### src/rtl/tank_pkg.sv
// Shared turret types: compass directions, FSM states and rotation helpers.
// Clockwise order is U -> R -> D -> L -> U.
package tank_pkg;

   typedef enum logic [1:0] {
      DIR_L = 2'b00,
      DIR_R = 2'b01,
      DIR_D = 2'b10,
      DIR_U = 2'b11
   } dir_t;

   typedef enum logic [1:0] {
      ST_IDLE,
      ST_ROTATE,
      ST_RECOIL,
      ST_COOLDOWN
   } turret_state_t;

   function automatic dir_t dir_cw(input dir_t d);
      case (d)
         DIR_U:   dir_cw = DIR_R;
         DIR_R:   dir_cw = DIR_D;
         DIR_D:   dir_cw = DIR_L;
         default: dir_cw = DIR_U;
      endcase
   endfunction

   function automatic dir_t dir_ccw(input dir_t d);
      case (d)
         DIR_U:   dir_ccw = DIR_L;
         DIR_L:   dir_ccw = DIR_D;
         DIR_D:   dir_ccw = DIR_R;
         default: dir_ccw = DIR_U;
      endcase
   endfunction

   // Half-turns resolve clockwise; only an exact ccw neighbour goes ccw.
   function automatic dir_t dir_step_toward(input dir_t cur, input dir_t tgt);
      if (tgt == cur)
         dir_step_toward = cur;
      else if (tgt == dir_ccw(cur))
         dir_step_toward = dir_ccw(cur);
      else
         dir_step_toward = dir_cw(cur);
   endfunction

endpackage

### src/rtl/barrel_geometry.sv
// Combinational barrel rectangle and muzzle point from direction and offset.
// All arithmetic wraps modulo 2^COORD_W.
module barrel_geometry
   import tank_pkg::*;
#(
   parameter int COORD_W    = 10,
   parameter int LONG_HALF  = 6,
   parameter int SHORT_HALF = 4
) (
   input  dir_t               dir,
   input  logic [COORD_W-1:0] ball_x,
   input  logic [COORD_W-1:0] ball_y,
   input  logic [COORD_W-1:0] off,
   output logic [COORD_W-1:0] barrel_x,
   output logic [COORD_W-1:0] barrel_y,
   output logic [COORD_W-1:0] len,
   output logic [COORD_W-1:0] hgt,
   output logic [COORD_W-1:0] muzzle_x,
   output logic [COORD_W-1:0] muzzle_y
);

   localparam logic [COORD_W-1:0] LONG  = COORD_W'(LONG_HALF);
   localparam logic [COORD_W-1:0] SHORT = COORD_W'(SHORT_HALF);

   always_comb begin
      barrel_x = ball_x;
      barrel_y = ball_y;
      len      = LONG;
      hgt      = SHORT;
      muzzle_x = ball_x;
      muzzle_y = ball_y;
      case (dir)
         DIR_L: begin
            barrel_x = ball_x - off;
            len      = SHORT;
            hgt      = LONG;
            muzzle_x = ball_x - off - SHORT;
         end
         DIR_R: begin
            barrel_x = ball_x + off;
            len      = SHORT;
            hgt      = LONG;
            muzzle_x = ball_x + off + SHORT;
         end
         DIR_D: begin
            barrel_y = ball_y + off;
            muzzle_y = ball_y + off + SHORT;
         end
         default: begin
            barrel_y = ball_y - off;
            muzzle_y = ball_y - off - SHORT;
         end
      endcase
   end

endmodule

### src/rtl/tank_turret.sv
// Per-tank turret: quarter-step rotation, fire gating, cooldown and registered barrel geometry.
// Define TANK_TURRET_RECOIL_EN to add the RECOIL state and barrel retraction.
module tank_turret
   import tank_pkg::*;
#(
   parameter int         COORD_W         = 10,
   parameter int         LONG_HALF       = 6,
   parameter int         SHORT_HALF      = 4,
   parameter int         GAP             = 3,
   parameter int         ROT_FRAMES      = 4,
   parameter int         RECOIL_PX       = 2,
   parameter int         RECOIL_FRAMES   = 6,
   parameter int         COOLDOWN_FRAMES = 30,
   parameter logic [1:0] RESET_DIR       = 2'b11
) (
   input  logic               frame_clk,
   input  logic               Reset,
   input  logic [COORD_W-1:0] BallX,
   input  logic [COORD_W-1:0] BallY,
   input  logic [COORD_W-1:0] Ball_Size,
   input  logic [1:0]         p_direction,
   input  logic               fire,
   output logic [COORD_W-1:0] BarrelX,
   output logic [COORD_W-1:0] BarrelY,
   output logic [COORD_W-1:0] Barrel_Length_Halved,
   output logic [COORD_W-1:0] Barrel_Height_Halved,
   output logic [COORD_W-1:0] MuzzleX,
   output logic [COORD_W-1:0] MuzzleY,
   output logic [1:0]         cur_direction,
   output logic               rotating,
   output logic               fire_ready,
   output logic               shot_fire
);

   localparam int CNT_A   = (ROT_FRAMES > RECOIL_FRAMES) ? ROT_FRAMES : RECOIL_FRAMES;
   localparam int CNT_MAX = (CNT_A > COOLDOWN_FRAMES) ? CNT_A : COOLDOWN_FRAMES;
   localparam int CNT_W   = (CNT_MAX < 2) ? 1 : $clog2(CNT_MAX);

   localparam logic [CNT_W-1:0] ROT_LAST = CNT_W'(ROT_FRAMES - 1);
   localparam logic [CNT_W-1:0] CD_LAST  = CNT_W'(COOLDOWN_FRAMES - 1);
   localparam turret_state_t    AFTER_SHOT_CD =
      (COOLDOWN_FRAMES == 0) ? ST_IDLE : ST_COOLDOWN;
   localparam logic [COORD_W-1:0] GAP_W    = COORD_W'(GAP);
   localparam logic [COORD_W-1:0] RECOIL_W = COORD_W'(RECOIL_PX);

   turret_state_t      state, state_n;
   dir_t               cur_dir, dir_n, cmd_dir;
   logic [CNT_W-1:0]   cnt, cnt_n;
   logic               shot_n, aligned, in_recoil;
   logic [COORD_W-1:0] off;
   logic [COORD_W-1:0] g_x, g_y, g_len, g_hgt, g_mx, g_my;

   assign cmd_dir       = dir_t'(p_direction);
   assign aligned       = (cur_dir == cmd_dir);
   assign cur_direction = cur_dir;
   assign rotating      = (state == ST_ROTATE);
   assign fire_ready    = (state == ST_IDLE) && aligned;

`ifdef TANK_TURRET_RECOIL_EN
   localparam logic [CNT_W-1:0] REC_LAST   = CNT_W'(RECOIL_FRAMES - 1);
   localparam turret_state_t    AFTER_FIRE = ST_RECOIL;
   assign in_recoil = (state == ST_RECOIL);
`else
   localparam turret_state_t    AFTER_FIRE = AFTER_SHOT_CD;
   assign in_recoil = 1'b0;
`endif

   assign off = Ball_Size + GAP_W - (in_recoil ? RECOIL_W : '0);

   barrel_geometry #(
      .COORD_W    (COORD_W),
      .LONG_HALF  (LONG_HALF),
      .SHORT_HALF (SHORT_HALF)
   ) u_geom (
      .dir      (cur_dir),
      .ball_x   (BallX),
      .ball_y   (BallY),
      .off      (off),
      .barrel_x (g_x),
      .barrel_y (g_y),
      .len      (g_len),
      .hgt      (g_hgt),
      .muzzle_x (g_mx),
      .muzzle_y (g_my)
   );

   always_comb begin
      state_n = state;
      cnt_n   = cnt;
      dir_n   = cur_dir;
      shot_n  = 1'b0;
      case (state)
         ST_IDLE: begin
            cnt_n = '0;
            if (!aligned) begin
               state_n = ST_ROTATE;
            end else if (fire) begin
               shot_n  = 1'b1;
               state_n = AFTER_FIRE;
            end
         end
         ST_ROTATE: begin
            // Alignment is checked before stepping so a reverted command stops early.
            if (aligned) begin
               state_n = ST_IDLE;
               cnt_n   = '0;
            end else if (cnt == ROT_LAST) begin
               dir_n = dir_step_toward(cur_dir, cmd_dir);
               cnt_n = '0;
            end else begin
               cnt_n = cnt + 1'b1;
            end
         end
`ifdef TANK_TURRET_RECOIL_EN
         ST_RECOIL: begin
            if (cnt == REC_LAST) begin
               state_n = AFTER_SHOT_CD;
               cnt_n   = '0;
            end else begin
               cnt_n = cnt + 1'b1;
            end
         end
`endif
         ST_COOLDOWN: begin
            if (cnt == CD_LAST) begin
               state_n = ST_IDLE;
               cnt_n   = '0;
            end else begin
               cnt_n = cnt + 1'b1;
            end
         end
         default: begin
            state_n = ST_IDLE;
            cnt_n   = '0;
         end
      endcase
   end

   always_ff @(posedge frame_clk or posedge Reset) begin
      if (Reset) begin
         state                <= ST_IDLE;
         cnt                  <= '0;
         cur_dir              <= dir_t'(RESET_DIR);
         shot_fire            <= 1'b0;
         BarrelX              <= '0;
         BarrelY              <= '0;
         Barrel_Length_Halved <= '0;
         Barrel_Height_Halved <= '0;
         MuzzleX              <= '0;
         MuzzleY              <= '0;
      end else begin
         state                <= state_n;
         cnt                  <= cnt_n;
         cur_dir              <= dir_n;
         shot_fire            <= shot_n;
         BarrelX              <= g_x;
         BarrelY              <= g_y;
         Barrel_Length_Halved <= g_len;
         Barrel_Height_Halved <= g_hgt;
         MuzzleX              <= g_mx;
         MuzzleY              <= g_my;
      end
   end

endmodule

### config.mk
export PLATFORM = sky130hd
export DESIGN_NAME = tank_turret
export DESIGN_NICKNAME = d
export VERILOG_FILES = /design/src/rtl/tank_pkg.sv /design/src/rtl/barrel_geometry.sv /design/src/rtl/tank_turret.sv
export SDC_FILE = /design/constraint.sdc
export NUM_CORES = 1
export LEC_CHECK = 0
export CAP_MARGIN = 20
export CELL_PAD_IN_SITES_DETAIL_PLACEMENT = 1
export CELL_PAD_IN_SITES_GLOBAL_PLACEMENT = 1
export CORE_ASPECT_RATIO = 1.5
export CORE_MARGIN = 2
export CORE_UTILIZATION = 37
export DETAILED_ROUTE_END_ITERATION = 16
export PLACE_DENSITY = 0.86
export REMOVE_ABC_BUFFERS = 1
export SYNTH_ARGS = -nofsm -noshare
export SYNTH_HDL_FRONTEND = slang
export SYNTH_SLANG_ARGS = --single-unit
### constraint.sdc
create_clock -name frame_clk -period 2.39 [get_ports frame_clk]
set_input_delay 0.239 -clock frame_clk [delete_from_list [all_inputs] [get_ports frame_clk]]
set_output_delay 0.239 -clock frame_clk [all_outputs]
set_load 0.05 [all_outputs]
After elaboration in Yosys (flattened, before gate mapping)
Index checks and enable logic that the tools add are counted.
- bits in registers: 70
- bits of input ports: 35
- output and inout bits: 65
- word-level logic and storage cells: 66
- add/sub/neg operators: 10
- eq/ne operators: 13
- muxes and demuxes: 25
- bitwise logic cells: 2
- reductions and logical operators: 6
- operator list (cell ; number):
    $pmux 10 s2 ; 4
    $mux 2 ; 11
    $add 10x10->10 ; 2
    $add 10x3->10 const B ; 2
    $sub 10x10->10 ; 2
    $sub 10x3->10 const B ; 2
    $pmux 2 s3 ; 3
    $mux 5 ; 3
    $add 10x2->10 const B ; 1
    $pmux 5 s2 ; 1
    $eq 2x2->1 ; 3
    $eq 2x2->1 const B ; 3
    $add 5x1->5 const B ; 1
    $eq 5x2->1 const B ; 1
    $eq 5x5->1 const B ; 1
    $eq 2x1->1 const B ; 2
    $logic_not 2->1 ; 2
    $reduce_and 4->1 ; 1
    $mux 1 ; 3
    $ne 3x3->1 const B ; 1
    $reduce_and 3->1 ; 1
    $ne 2x1->1 const B ; 1
    $ne 2x2->1 const B ; 1
    $not 1->1 ; 2
    2 further kinds ; 2

Longest topological paths before layout
- depth after elaboration: 8
- gate-level depth with buffers: 14
- depth with buffers taken out: 14

Cells and area by module
Synthesis repeated with hierarchy kept, for this count alone.
- cell total of the unflattened synthesis: 618
- area total of the unflattened synthesis: 5436.5 µm²
- by module, submodules not included (module ; instances ; cells each ; area each (µm²) ; sequential area each (µm²)):
    barrel_geometry ; 1 ; 477 ; 3213.1 ; 0.0
    tank_turret ; 1 ; 141 ; 2223.4 ; 1754.2

Worst setup path after synthesis
OpenSTA, ideal clock, no wires.
- path kind: input to register
- start: in Ball_Size[0]
- end: reg MuzzleX[9]
- library setup time: 126 ps
- arrival: 2788 ps
- data required time: 2264 ps
- slack: -524 ps
- stages: 13
- buffers on the path: 1
- path through: inv_1 -> ha_1 -> nor2_1 -> xor2_1 -> ha_1 -> buf_4 -> and2b_2 -> o31ai_1 -> nand4_1 -> nor3_2 -> nand3b_2 -> xnor2_1 -> a221o_1
- cells in the longest elaborated chain, start to end: 4
- ends and longest elaborated chain (item ; RTL line ; source):
    from (decl) ; tank_turret.sv:20 ; input logic [COORD_W-1:0] Ball_Size,
    $add 10x2->10 (*) ; tank_turret.sv:68 ; assign off = Ball_Size + GAP_W - (in_recoil ? RECOIL_W : '0);
    $add 10x10->10 / $sub 10x10->10 (equally long branches) ; barrel_geometry.sv:43, barrel_geometry.sv:37 ;
    $add 10x3->10 / $sub 10x3->10 (equally long branches) ; barrel_geometry.sv:43, barrel_geometry.sv:37 ;
    $pmux 10 s2 (*) ; barrel_geometry.sv:32 ; case (dir)
    net g_mx[9] ; tank_turret.sv:51 ; logic [COORD_W-1:0] g_x, g_y, g_len, g_hgt, g_mx, g_my;
    to (signal assigned) ; tank_turret.sv:160 ; MuzzleX <= g_mx;
    to (decl) ; tank_turret.sv:27 ; output logic [COORD_W-1:0] MuzzleX,
The timed path passes the listed nets; every way through them passes the cells marked *.
A chain may end at the register's enable or synchronous reset.

Final worst setup path
Same ends and word-level chain as after synthesis.

==> impl_metrics.tcl <==
set metrics [dict create \
    status "finished, violations left" \
    violations "setup timing" \
    crit_path_start_kind "input pin" \
    design.portCount 100 \
    floorplan.initialDensity_pct 37.7 \
    peakVddDrop_v 0.000626 \
    synth_cells 495 \
    floorplan.core_area_sq_mm 0.0119 \
    cts_tree "yes" \
    yosysUniqueCellTypes 64 \
    vias_in_the_first_global_route 5434 \
    routedWlPerCell_um 27.8 \
    synthesis_stage_register_bit_count 49 \
    setup_ws_ps -710 \
    r2r_start "cur_direction[0]$_DFFE_PP1P_" \
    area_growth_syn_to_layout_pct 67.3 \
    slew_headroom_pct 21.2 \
    totalPowerFinal_mw 8.63 \
    pwr_density_cell_mw_per_mm2 1150 \
    grt.overflow.total 0 \
    dp.final_hpwl_um 12800 \
    timing.reg2reg.setup_slack_ps -10 \
    initial_drc_count 302 \
    fin_worst_skew_ps 11.7 \
    min_period_ps 3100 \
    crit_path_start "Ball_Size[0]" \
    finalHoldWorstSlack_ps 323 \
    worst_skew_pair.late_latency_ps 310 \
    synth_area_per_cell_sq_um 9.06 \
    preCtsSetupSlack_ps -1490 \
    route.vias.total 5102 \
    cp_max_fo 9 \
    cts-htree-levels 2 \
    floorplan.rows 49 \
    yosysSeqAreaShare_pct 27.4 \
    worst_setup_path_end_kind "flop" \
    drive_gt1_share_pct 42.3 \
    max_freq_mhz 323 \
    io_buffer_count 83 \
    cts_buffer_depth 2 \
    synth_enable_flop_cells 0 \
    ys.flop_type "sky130_fd_sc_hd__dfrtp_1" \
    wl_um 24000 \
    worst-endpoint-arrival_ps 3300 \
    rsz_0062_raised_after_global_routing "true" \
    leakage_nw 3.25 \
    path_category_of_the_worst_min_delay_check "in2async" \
    die-height_um 139 \
    report.final.slew_viol_count 0 \
    cts_root_buffer "sky130_fd_sc_hd__clkbuf_16" \
    cp_data_required_time_ps 2590 \
    total_number_of_yosys_warnings 0 \
    die_area_sq_mm 0.0130 \
    initial_antenna_violation_count 2 \
    detail_route.first_pass.iterations 6 \
    ffs_w_async_s_r_synth_pct 100 \
    number_of_endpoints_failing_setup_at_the_final_stage 25 \
    period_share_pct 130 \
    cts_sinks 49 \
    grt_max_degree 36 \
    hold_viol_final 0 \
    final_net_count 793 \
    numCtsBuffers 5 \
    drc 0 \
    max-cap-violations 0 \
    via_per_inst 5.93 \
    syn_area_sq_mm 0.00448 \
    path_class "in2reg" \
    grt_first_pass_wirelength_um 29900 \
    gp_congestion 0.904 \
    clk_pin_slew_worst_paths_ps 80 \
    antenna_left 0 \
    slew_of_the_pin_with_the_lowest_slew_margin_ps 1180 \
    floorplan.die.width_um 93.9 \
    grt_usage_pct 30.1 \
]
-- layout by cell type, fill, tap and decap left out, drive strengths merged, types with 15 or more instances in the layout --
cell type	count
ha	48
xnor2	42
buf	151
clkdlybuf4s50	73
conb	17
a21oi	34
nand2	37
inv	34
dfrtp	47
nor2	28
o21ai	15
xor2	26
-- report_power, final --
part,internal (mW),leakage [nW],switching (mW)
registers,1.23,0.592,0.210
logic,2.39,2.59,4.02
clock network,0.397,0.0680,0.381
-- what timing repair did --
item,in CTS,in global routing
pin swaps,48,48
gates resized for setup,119,84
endpoints found under the setup margin,32,26
buffers inserted,12,18
hold buffers,0,0
-- sequential cells by signal, summed over array words and instances (netlist names) --
name                  cells
cnt                       5
MuzzleX                  10
Barrel_Height_Halved      1
shot_fire                 1
MuzzleY                  10
state                     2
BarrelY                   8
Barrel_Length_Halved      2
BarrelX                   8
cur_direction             2
-- per-layer routing --
| layer | GRT usage, % | vias up | wire length, um |
|---|---|---|---|
| met4 | 19.2 | 2 | 2030 |
| li1 | - | 2112 | - |
| met3 | 3.37 | 138 | 1150 |
| met2 | 56.5 | 304 | 12600 |
| met5 | 0 | - | 16 |
| met1 | 30.4 | 2546 | 8140 |
-- logic make-up after synthesis --
| family | synth area share (%) |
|---|---|
| flip-flops | 27.4 |
| adder cells (fa/ha/maj) | 15.2 |
| XOR/XNOR | 13.6 |
| AO/OA/AOI/OAI | 20.0 |
| other | 0.167 |
| AND/OR/NAND/NOR | 15.0 |
| buffers and inverters | 8.59 |
-- cell usage after synthesis, types with 3 or more instances --
cell	instances	area (sq um)
sky130_fd_sc_hd__a21o_1	3	22.5
sky130_fd_sc_hd__a21oi_1	33	165
sky130_fd_sc_hd__a221oi_1	11	96.3
sky130_fd_sc_hd__a22oi_1	8	60.1
sky130_fd_sc_hd__and2_1	3	18.8
sky130_fd_sc_hd__and3_1	3	18.8
sky130_fd_sc_hd__buf_4	25	188
sky130_fd_sc_hd__clkbuf_1	12	45.0
sky130_fd_sc_hd__dfrtp_1	47	1180
sky130_fd_sc_hd__fa_1	4	80.1
sky130_fd_sc_hd__ha_1	48	601
sky130_fd_sc_hd__inv_1	34	128
sky130_fd_sc_hd__nand2_1	37	139
sky130_fd_sc_hd__nand3_1	14	70.1
sky130_fd_sc_hd__nand4_1	3	18.8
sky130_fd_sc_hd__nor2_1	28	105
sky130_fd_sc_hd__nor2b_1	9	56.3
sky130_fd_sc_hd__nor3_1	10	50.1
sky130_fd_sc_hd__nor3_2	4	40.0
sky130_fd_sc_hd__o211ai_1	8	60.1
sky130_fd_sc_hd__o21a_1	4	30.0
sky130_fd_sc_hd__o21ai_0	14	70.1
sky130_fd_sc_hd__o21bai_1	10	75.1
sky130_fd_sc_hd__o221ai_1	4	35.0
sky130_fd_sc_hd__or2_2	3	18.8
sky130_fd_sc_hd__or3_1	3	18.8
sky130_fd_sc_hd__xnor2_1	41	359
sky130_fd_sc_hd__xor2_1	25	219
-- critical path, stage by stage --
cell and delay [ps]:
sky130_fd_sc_hd__buf_8 110, sky130_fd_sc_hd__o21ai_0 370, sky130_fd_sc_hd__xnor2_1 170, sky130_fd_sc_hd__buf_4 200
sky130_fd_sc_hd__ha_4 380, sky130_fd_sc_hd__nand3_2 110, sky130_fd_sc_hd__o211ai_1 400, sky130_fd_sc_hd__nor2_1 150
sky130_fd_sc_hd__xnor2_1 240, sky130_fd_sc_hd__nor2b_4 190, sky130_fd_sc_hd__nand4_1 180, sky130_fd_sc_hd__xnor2_1 210
sky130_fd_sc_hd__a221o_1 330
-- worst paths after layout --
path,endpoint,cells after the start
setup / recovery,MuzzleX[9]$_DFF_PP0_,13
hold / removal,cnt[4]$_DFF_PP0_,2
setup reg to reg,cur_direction[0]$_DFFE_PP1P_,9
hold reg to reg,cnt[0]$_DFF_PP0_,1
max in group asynchronous,MuzzleX[0]$_DFF_PP0_,3
min in group frame_clk,MuzzleY[0]$_DFF_PP0_,3
-- metrics by stage --
step | util, % | cell area, sq um | instances | setup TNS (ps)
global placement | 52.2 | 6210 | 824 | -27540
global route | 63.1 | 7500 | 861 | -9790
CTS | 58.3 | 6930 | 843 | -2810
finish | 63.1 | 7500 | 861 | -8970
floorplan | - | 4280 | 469 | -5280
detailed placement | 52.2 | 6210 | 824 | -32490
-- cell type report --
class	count	area (sq um)
sequential	49	1230
antenna	1	2.50
timing repair buffer	230	2040
clock buffer	5	125
clock inverter	3	26.3
inverter	34	136
multi-input combinational	386	3760
fill	1280	4390
tap	153	191
Power figures use the tool's default switching activity.
